File: src/rtl/bus_master_arbiter_pkg.sv
// Shared definitions for the bus master arbiter: FSM state encoding,
// bus size codes and a pointer-width helper.
package bus_master_arbiter_pkg;

  localparam logic [1:0] ST_IDLE  = 2'd0;
  localparam logic [1:0] ST_ISSUE = 2'd1;
  localparam logic [1:0] ST_WAIT  = 2'd2;
  localparam logic [1:0] ST_RESP  = 2'd3;

  typedef enum logic [1:0] {
    IDLE  = ST_IDLE,
    ISSUE = ST_ISSUE,
    WAIT  = ST_WAIT,
    RESP  = ST_RESP
  } state_t;

  localparam logic [2:0] BHW_B  = 3'b000;
  localparam logic [2:0] BHW_H  = 3'b001;
  localparam logic [2:0] BHW_W  = 3'b010;
  localparam logic [2:0] BHW_BU = 3'b100;
  localparam logic [2:0] BHW_HU = 3'b101;

  // A single-channel build still needs a 1-bit index.
  function automatic int ptr_width(input int n);
    return (n > 1) ? $clog2(n) : 1;
  endfunction

endpackage

File: src/rtl/bus_master_arbiter_rr_arbiter.sv
// Combinational round-robin picker: first valid channel at or after rr_ptr,
// wrapping around, as one-hot grant plus binary index.
module bus_master_arbiter_rr_arbiter #(
  parameter int NUM_CH = 2,
  parameter int PTR_W  = 1
) (
  input  logic [NUM_CH-1:0] valid,
  input  logic [PTR_W-1:0]  rr_ptr,
  output logic [NUM_CH-1:0] grant,
  output logic [PTR_W-1:0]  grant_idx,
  output logic              any_valid
);

  int               cand;
  logic [PTR_W-1:0] sel;

  always_comb begin
    grant     = '0;
    grant_idx = '0;
    any_valid = 1'b0;
    cand      = 0;
    sel       = '0;
    for (int i = 0; i < NUM_CH; i++) begin
      cand = int'(rr_ptr) + i;
      if (cand >= NUM_CH) cand = cand - NUM_CH;
      sel = PTR_W'(cand);
      if (!any_valid && valid[sel]) begin
        any_valid      = 1'b1;
        grant_idx      = sel;
        grant[sel]     = 1'b1;
      end
    end
  end

endmodule

File: src/rtl/bus_master_arbiter.sv
// Round-robin bus master front-end: NUM_CH requesters share one bus, one
// outstanding transaction at a time. Optional response watchdog: BUS_TIMEOUT_EN.
module bus_master_arbiter
  import bus_master_arbiter_pkg::*;
#(
  parameter int NUM_CH         = 2,
  parameter int ADDR_W         = 32,
  parameter int DATA_W         = 32,
  parameter int TIMEOUT_CYCLES = 256
) (
  input  logic                     i_clk,
  input  logic                     i_rst,
  input  logic [NUM_CH-1:0]        i_req_valid,
  input  logic [NUM_CH*ADDR_W-1:0] i_req_addr,
  input  logic [NUM_CH*DATA_W-1:0] i_req_wdata,
  input  logic [NUM_CH*3-1:0]      i_req_bhw,
  input  logic [NUM_CH-1:0]        i_req_write,
  output logic [NUM_CH-1:0]        o_req_ready,
  output logic [NUM_CH-1:0]        o_rsp_valid,
  output logic [DATA_W-1:0]        o_rsp_data,
  output logic                     o_rsp_err,
  output logic [ADDR_W-1:0]        o_bus_address,
  output logic [DATA_W-1:0]        o_bus_data,
  output logic                     o_bus_DV,
  output logic [2:0]               o_bhw,
  output logic                     o_write_notread,
  input  logic [DATA_W-1:0]        i_bus_data,
  input  logic                     i_bus_DV
);

  localparam int               PTR_W   = ptr_width(NUM_CH);
  localparam logic [PTR_W-1:0] LAST_CH = PTR_W'(NUM_CH - 1);

  state_t            state;
  logic [PTR_W-1:0]  rr_ptr;
  logic [PTR_W-1:0]  grant_q;
  logic [NUM_CH-1:0] grant_oh_q;
  logic [NUM_CH-1:0] arb_grant;
  logic [PTR_W-1:0]  arb_idx;
  logic              arb_any;
  logic              timeout_hit;

  logic [ADDR_W-1:0] sel_addr;
  logic [DATA_W-1:0] sel_wdata;
  logic [2:0]        sel_bhw;
  logic              sel_write;

  bus_master_arbiter_rr_arbiter #(
    .NUM_CH (NUM_CH),
    .PTR_W  (PTR_W)
  ) u_rr_arbiter (
    .valid     (i_req_valid),
    .rr_ptr    (rr_ptr),
    .grant     (arb_grant),
    .grant_idx (arb_idx),
    .any_valid (arb_any)
  );

  always_comb begin
    sel_addr  = '0;
    sel_wdata = '0;
    sel_bhw   = '0;
    sel_write = 1'b0;
    for (int c = 0; c < NUM_CH; c++) begin
      if (arb_idx == PTR_W'(c)) begin
        sel_addr  = i_req_addr[c*ADDR_W +: ADDR_W];
        sel_wdata = i_req_wdata[c*DATA_W +: DATA_W];
        sel_bhw   = i_req_bhw[c*3 +: 3];
        sel_write = i_req_write[c];
      end
    end
  end

`ifdef BUS_TIMEOUT_EN
  localparam int              TO_W    = (TIMEOUT_CYCLES > 1) ? $clog2(TIMEOUT_CYCLES) : 1;
  localparam logic [TO_W-1:0] TO_LAST = TO_W'(TIMEOUT_CYCLES - 1);

  logic [TO_W-1:0] to_cnt;

  // A bus answer arriving on the expiry cycle takes priority over the timeout.
  assign timeout_hit = (state == WAIT) && !i_bus_DV && (to_cnt == TO_LAST);

  always_ff @(posedge i_clk) begin
    if (i_rst) begin
      to_cnt    <= '0;
      o_rsp_err <= 1'b0;
    end else begin
      if ((state == WAIT) && !i_bus_DV && !timeout_hit) to_cnt <= to_cnt + TO_W'(1);
      else                                              to_cnt <= '0;
      o_rsp_err <= timeout_hit;
    end
  end
`else
  assign timeout_hit = 1'b0;
  assign o_rsp_err   = 1'b0;
`endif

  always_ff @(posedge i_clk) begin
    if (i_rst) begin
      state           <= IDLE;
      rr_ptr          <= '0;
      grant_q         <= '0;
      grant_oh_q      <= '0;
      o_req_ready     <= '0;
      o_rsp_valid     <= '0;
      o_rsp_data      <= '0;
      o_bus_address   <= '0;
      o_bus_data      <= '0;
      o_bus_DV        <= 1'b0;
      o_bhw           <= '0;
      o_write_notread <= 1'b0;
    end else begin
      o_req_ready <= '0;
      o_rsp_valid <= '0;
      o_bus_DV    <= 1'b0;
      case (state)
        IDLE: begin
          if (arb_any) begin
            grant_q         <= arb_idx;
            grant_oh_q      <= arb_grant;
            o_bus_address   <= sel_addr;
            o_bus_data      <= sel_wdata;
            o_bhw           <= sel_bhw;
            o_write_notread <= sel_write;
            o_bus_DV        <= 1'b1;
            o_req_ready     <= arb_grant;
            state           <= ISSUE;
          end
        end
        ISSUE: state <= WAIT;
        WAIT: begin
          if (i_bus_DV) begin
            o_rsp_data  <= i_bus_data;
            o_rsp_valid <= grant_oh_q;
            state       <= RESP;
          end else if (timeout_hit) begin
            o_rsp_data  <= '0;
            o_rsp_valid <= grant_oh_q;
            state       <= RESP;
          end
        end
        RESP: begin
          rr_ptr <= (grant_q == LAST_CH) ? '0 : grant_q + PTR_W'(1);
          state  <= IDLE;
        end
        default: state <= IDLE;
      endcase
    end
  end

endmodule

File: config.mk
export PLATFORM = sky130hd
export DESIGN_NAME = bus_master_arbiter
export DESIGN_NICKNAME = d
export VERILOG_FILES = /design/src/rtl/bus_master_arbiter_pkg.sv /design/src/rtl/bus_master_arbiter_rr_arbiter.sv /design/src/rtl/bus_master_arbiter.sv
export SDC_FILE = /design/constraint.sdc
export NUM_CORES = 1
export LEC_CHECK = 0
export ABC_AREA = 0
export BUFFER_PORTS_ARGS = -buffer_cell sky130_fd_sc_hd__buf_2
export CAP_MARGIN = 20
export CORE_ASPECT_RATIO = 1.75
export CORE_MARGIN = 1.5
export CORE_UTILIZATION = 30
export CTS_BUF_LIST = sky130_fd_sc_hd__clkbuf_4 sky130_fd_sc_hd__clkbuf_8
export CTS_CLUSTER_SIZE = 20
export DETAILED_ROUTE_END_ITERATION = 10
export PLACE_DENSITY_LB_ADDON = 0.25
export SYNTH_ARGS = -nofsm -noshare
export SYNTH_HDL_FRONTEND = slang
export SYNTH_SLANG_ARGS = --single-unit
export TNS_END_PERCENT = 50
File: constraint.sdc
create_clock -name i_clk -period 1.42 [get_ports i_clk]
set_input_delay 0.071 -clock i_clk [delete_from_list [all_inputs] [get_ports i_clk]]
set_output_delay 0.071 -clock i_clk [all_outputs]
set_load 0.05 [all_outputs]
==> results.json <==
{
  "start_util": 0.305,
  "leakagePower_nw": 3.53,
  "coreArea_um2": 14400,
  "crit_path_start_kind": "register",
  "ir_drop_mv": 0.753,
  "io_buffers": 277,
  "syn_area_um2": 4390,
  "fin_cells": 1048,
  "grt_max_degree": 43,
  "yosys_warnings": 0,
  "synth_cells": 493,
  "layout_setup_ws_ps": -88.2,
  "drtIter0Drc": 224,
  "rows": 58,
  "timing.fmax_mhz": 663,
  "ys_seq_area_frac": 0.506,
  "synth_top_area_share": 0.506,
  "synth_common_cells": "135 x nand2_1, 111 x dfxtp_1, 68 x a221o_1, 68 x nor3_1, 34 x clkbuf_1",
  "fin_util": 0.519,
  "required_ps": 1670,
  "avgSynthCellArea_um2": 8.90,
  "final_nets": 1040,
  "yosys_most_used_dff": "dfxtp_1",
  "via_per_inst": 5.04,
  "wl_per_cell_um": 16.4,
  "die_area_um2": 15400,
  "dp_cells": 920,
  "numCtsBuffers": 9,
  "yosysMostFrequentCell": "nand2_1",
  "finalInstanceArea_um2": 7460,
  "cpMaxStageDelayCell": "dfxtp_2",
  "first_pass_iters": 5,
  "drtAntennaViolNets": 0,
  "insertion_delay_ps": 370,
  "final_hold_viol_count": 0,
  "min_path_type": "input port to register",
  "yosysTopAreaCell": "dfxtp_1",
  "antenna_found_initial": 1,
  "rsz0062_at_grt": "true",
  "grt_pass1_vias": 5243,
  "post-route-drc-count": 0,
  "outcome": "finished, violations left",
  "die_w_um": 94.4,
  "async_reset_ff_frac": 0,
  "grtUsageTotal": 0.209,
  "ctsHtreeMaxLevel": 3,
  "grt_pass1_wl_um": 25400,
  "holdWs_ps": 85.1,
  "clockRootBuffer": "clkbuf_8",
  "fin_crit_sh": 1.06,
  "fill_cells": 1326,
  "area_growth_pct": 69.9,
  "slowest_delay_ps": 340,
  "place.gp.congestion": 0.766,
  "total_power_w": 0.0125,
  "cts_sinks": 111,
  "period_minus_slack_ps": 1510,
  "cts_tree": "done",
  "cp_data_arrival_time_ps": 1760,
  "cellPowerDensity_nw_per_um2": 1680,
  "ys_seq_elements": 111,
  "drive_above_1_share": 0.389,
  "report.final.slew_viol_count": 0,
  "violations": "setup timing",
  "placed_cell_area_um2": 6050,
  "finalWirelength_um": 17200,
  "path_clk_slew_ps": 110,
  "synth_edf_count": 0,
  "synth_area_leaders": "dfxtp_1 51%, a221o_1 16%, nand2_1 12%, nor3_1 7.8%, a21oi_1 3.8%",
  "io_pins": 279,
  "setup_violations": 59,
  "antenna_cells": 0,
  "cp-end-kind": "register",
  "ys_types": 24,
  "maxCapViolCount": 0,
  "finalClockSkew_ps": 10.3,
  "vias": 5284,
  "die_h_um": 163,
  "clk_path_buf_depth": 2,
  "dp_hpwl_um": 11100,
  "path_max_fanout": 6,
  "grt_overflow_total": 0,
  "crit_chain": "inv_2 -> ha_4 -> o21a_1 -> nor2_4 -> buf_12 -> clkbuf_16 -> a221o_1",
  "synthesis.nets": 669,
  "criticalPathCategory": "register to register"
}
==> cells in the final DEF (no fill, tap or decap), drive strengths merged <==
master	n
buf	306
nand2	135
dfxtp	111
dlygate4sd3	101
a221o	68
nor3	68
a21oi	33
clkbuf	13
inv	7
nor2	4
a21o	3
clkinv	3
ha	3
and3	2
mux2i	2
nor2b	2
nand2b	1
a211oi	1
o21a	1
o221a	1
and2	1
nor3b	1
conb	1
==> layout make-up <==
cell class	instances	area, um^2	area share
repair buffers	410	2880	0.386
clock inverters	5	42.5	0.00570
clock buffers	10	138	0.0185
flip-flops and latches	111	2220	0.298
well taps	180	225	0.0302
inverters	5	18.8	0.00252
multi-input cells	327	1930	0.259
==> through the flow <==
stage | setup slack [ps] | TNS, ps
after floorplan | -11.7 | -785
after global placement | -35.7 | -713
after detailed placement | -60.9 | -969
after CTS | -77.4 | -3250
after global routing | -134 | -6030
final | -88.2 | -3170
==> flip-flops by register name (all words and copies together), names as in the netlist <==
name and cells:
o_write_notread 1, o_rsp_data 32, grant_oh_q 2, o_bus_address 32, o_bus_data 32, o_bhw 3
grant_q 1, rr_ptr 1, o_bus_DV 1, state 2, o_rsp_valid 2, o_req_ready 2
==> power breakdown <==
group	switching, W	internal [W]
clock network	0.00109	0.000701
registers	0.000415	0.00384
logic	0.00423	0.00224
==> critical path: cells and delay by family (launching register included) <==
kind	cells	cell delay [ps]
flops	1	340
fa+ha+maj	1	160
compound gates	2	470
buf+inv	3	370
simple gates	1	50
==> logic make-up after synthesis <==
| kind of cell | synth area share |
|---|---|
| AOI/OAI and AO/OA | 0.207 |
| adders and majority gates | 0.00856 |
| buffers and inverters | 0.0644 |
| DFF | 0.506 |
| muxes | 0.00456 |
| other | 0.000855 |
| and+or+nand+nor | 0.208 |
==> path summary, 6_finish.rpt <==
path                            cells after the start  slack [ps]                       start                        endpoint
worst min register to register                      1         450  grant_oh_q[1]$_SDFFE_PP0P_      grant_oh_q[1]$_SDFFE_PP0P_
worst max register to register                      7         -90       state[0]$_SDFFE_PP0P_  o_bus_address[31]$_SDFFE_PP0P_
worst min-delay path                                4          90             i_req_wdata[45]     o_bus_data[13]$_SDFFE_PP0P_
worst max-delay path                                7         -90       state[0]$_SDFFE_PP0P_  o_bus_address[31]$_SDFFE_PP0P_
==> metal layers <==
metal / global-route usage / up-vias / routed length (um)
met5: 0 / - / 0
li1: - / 2500 / -
met4: 0.0801 / 0 / 327
met2: 0.384 / 269 / 8990
met3: 0.0467 / 25 / 1260
met1: 0.228 / 2490 / 6580
==> timing repair <==
item	4_1_cts	5_1_grt
cloned	1	4
pin swaps	9	16
hold buffers	101	0
buffers inserted	3	5
endpoints found under the hold margin	101	0
endpoints found under the setup margin	71	80
resized for setup	4	6
(Power assumes the default switching activity.)
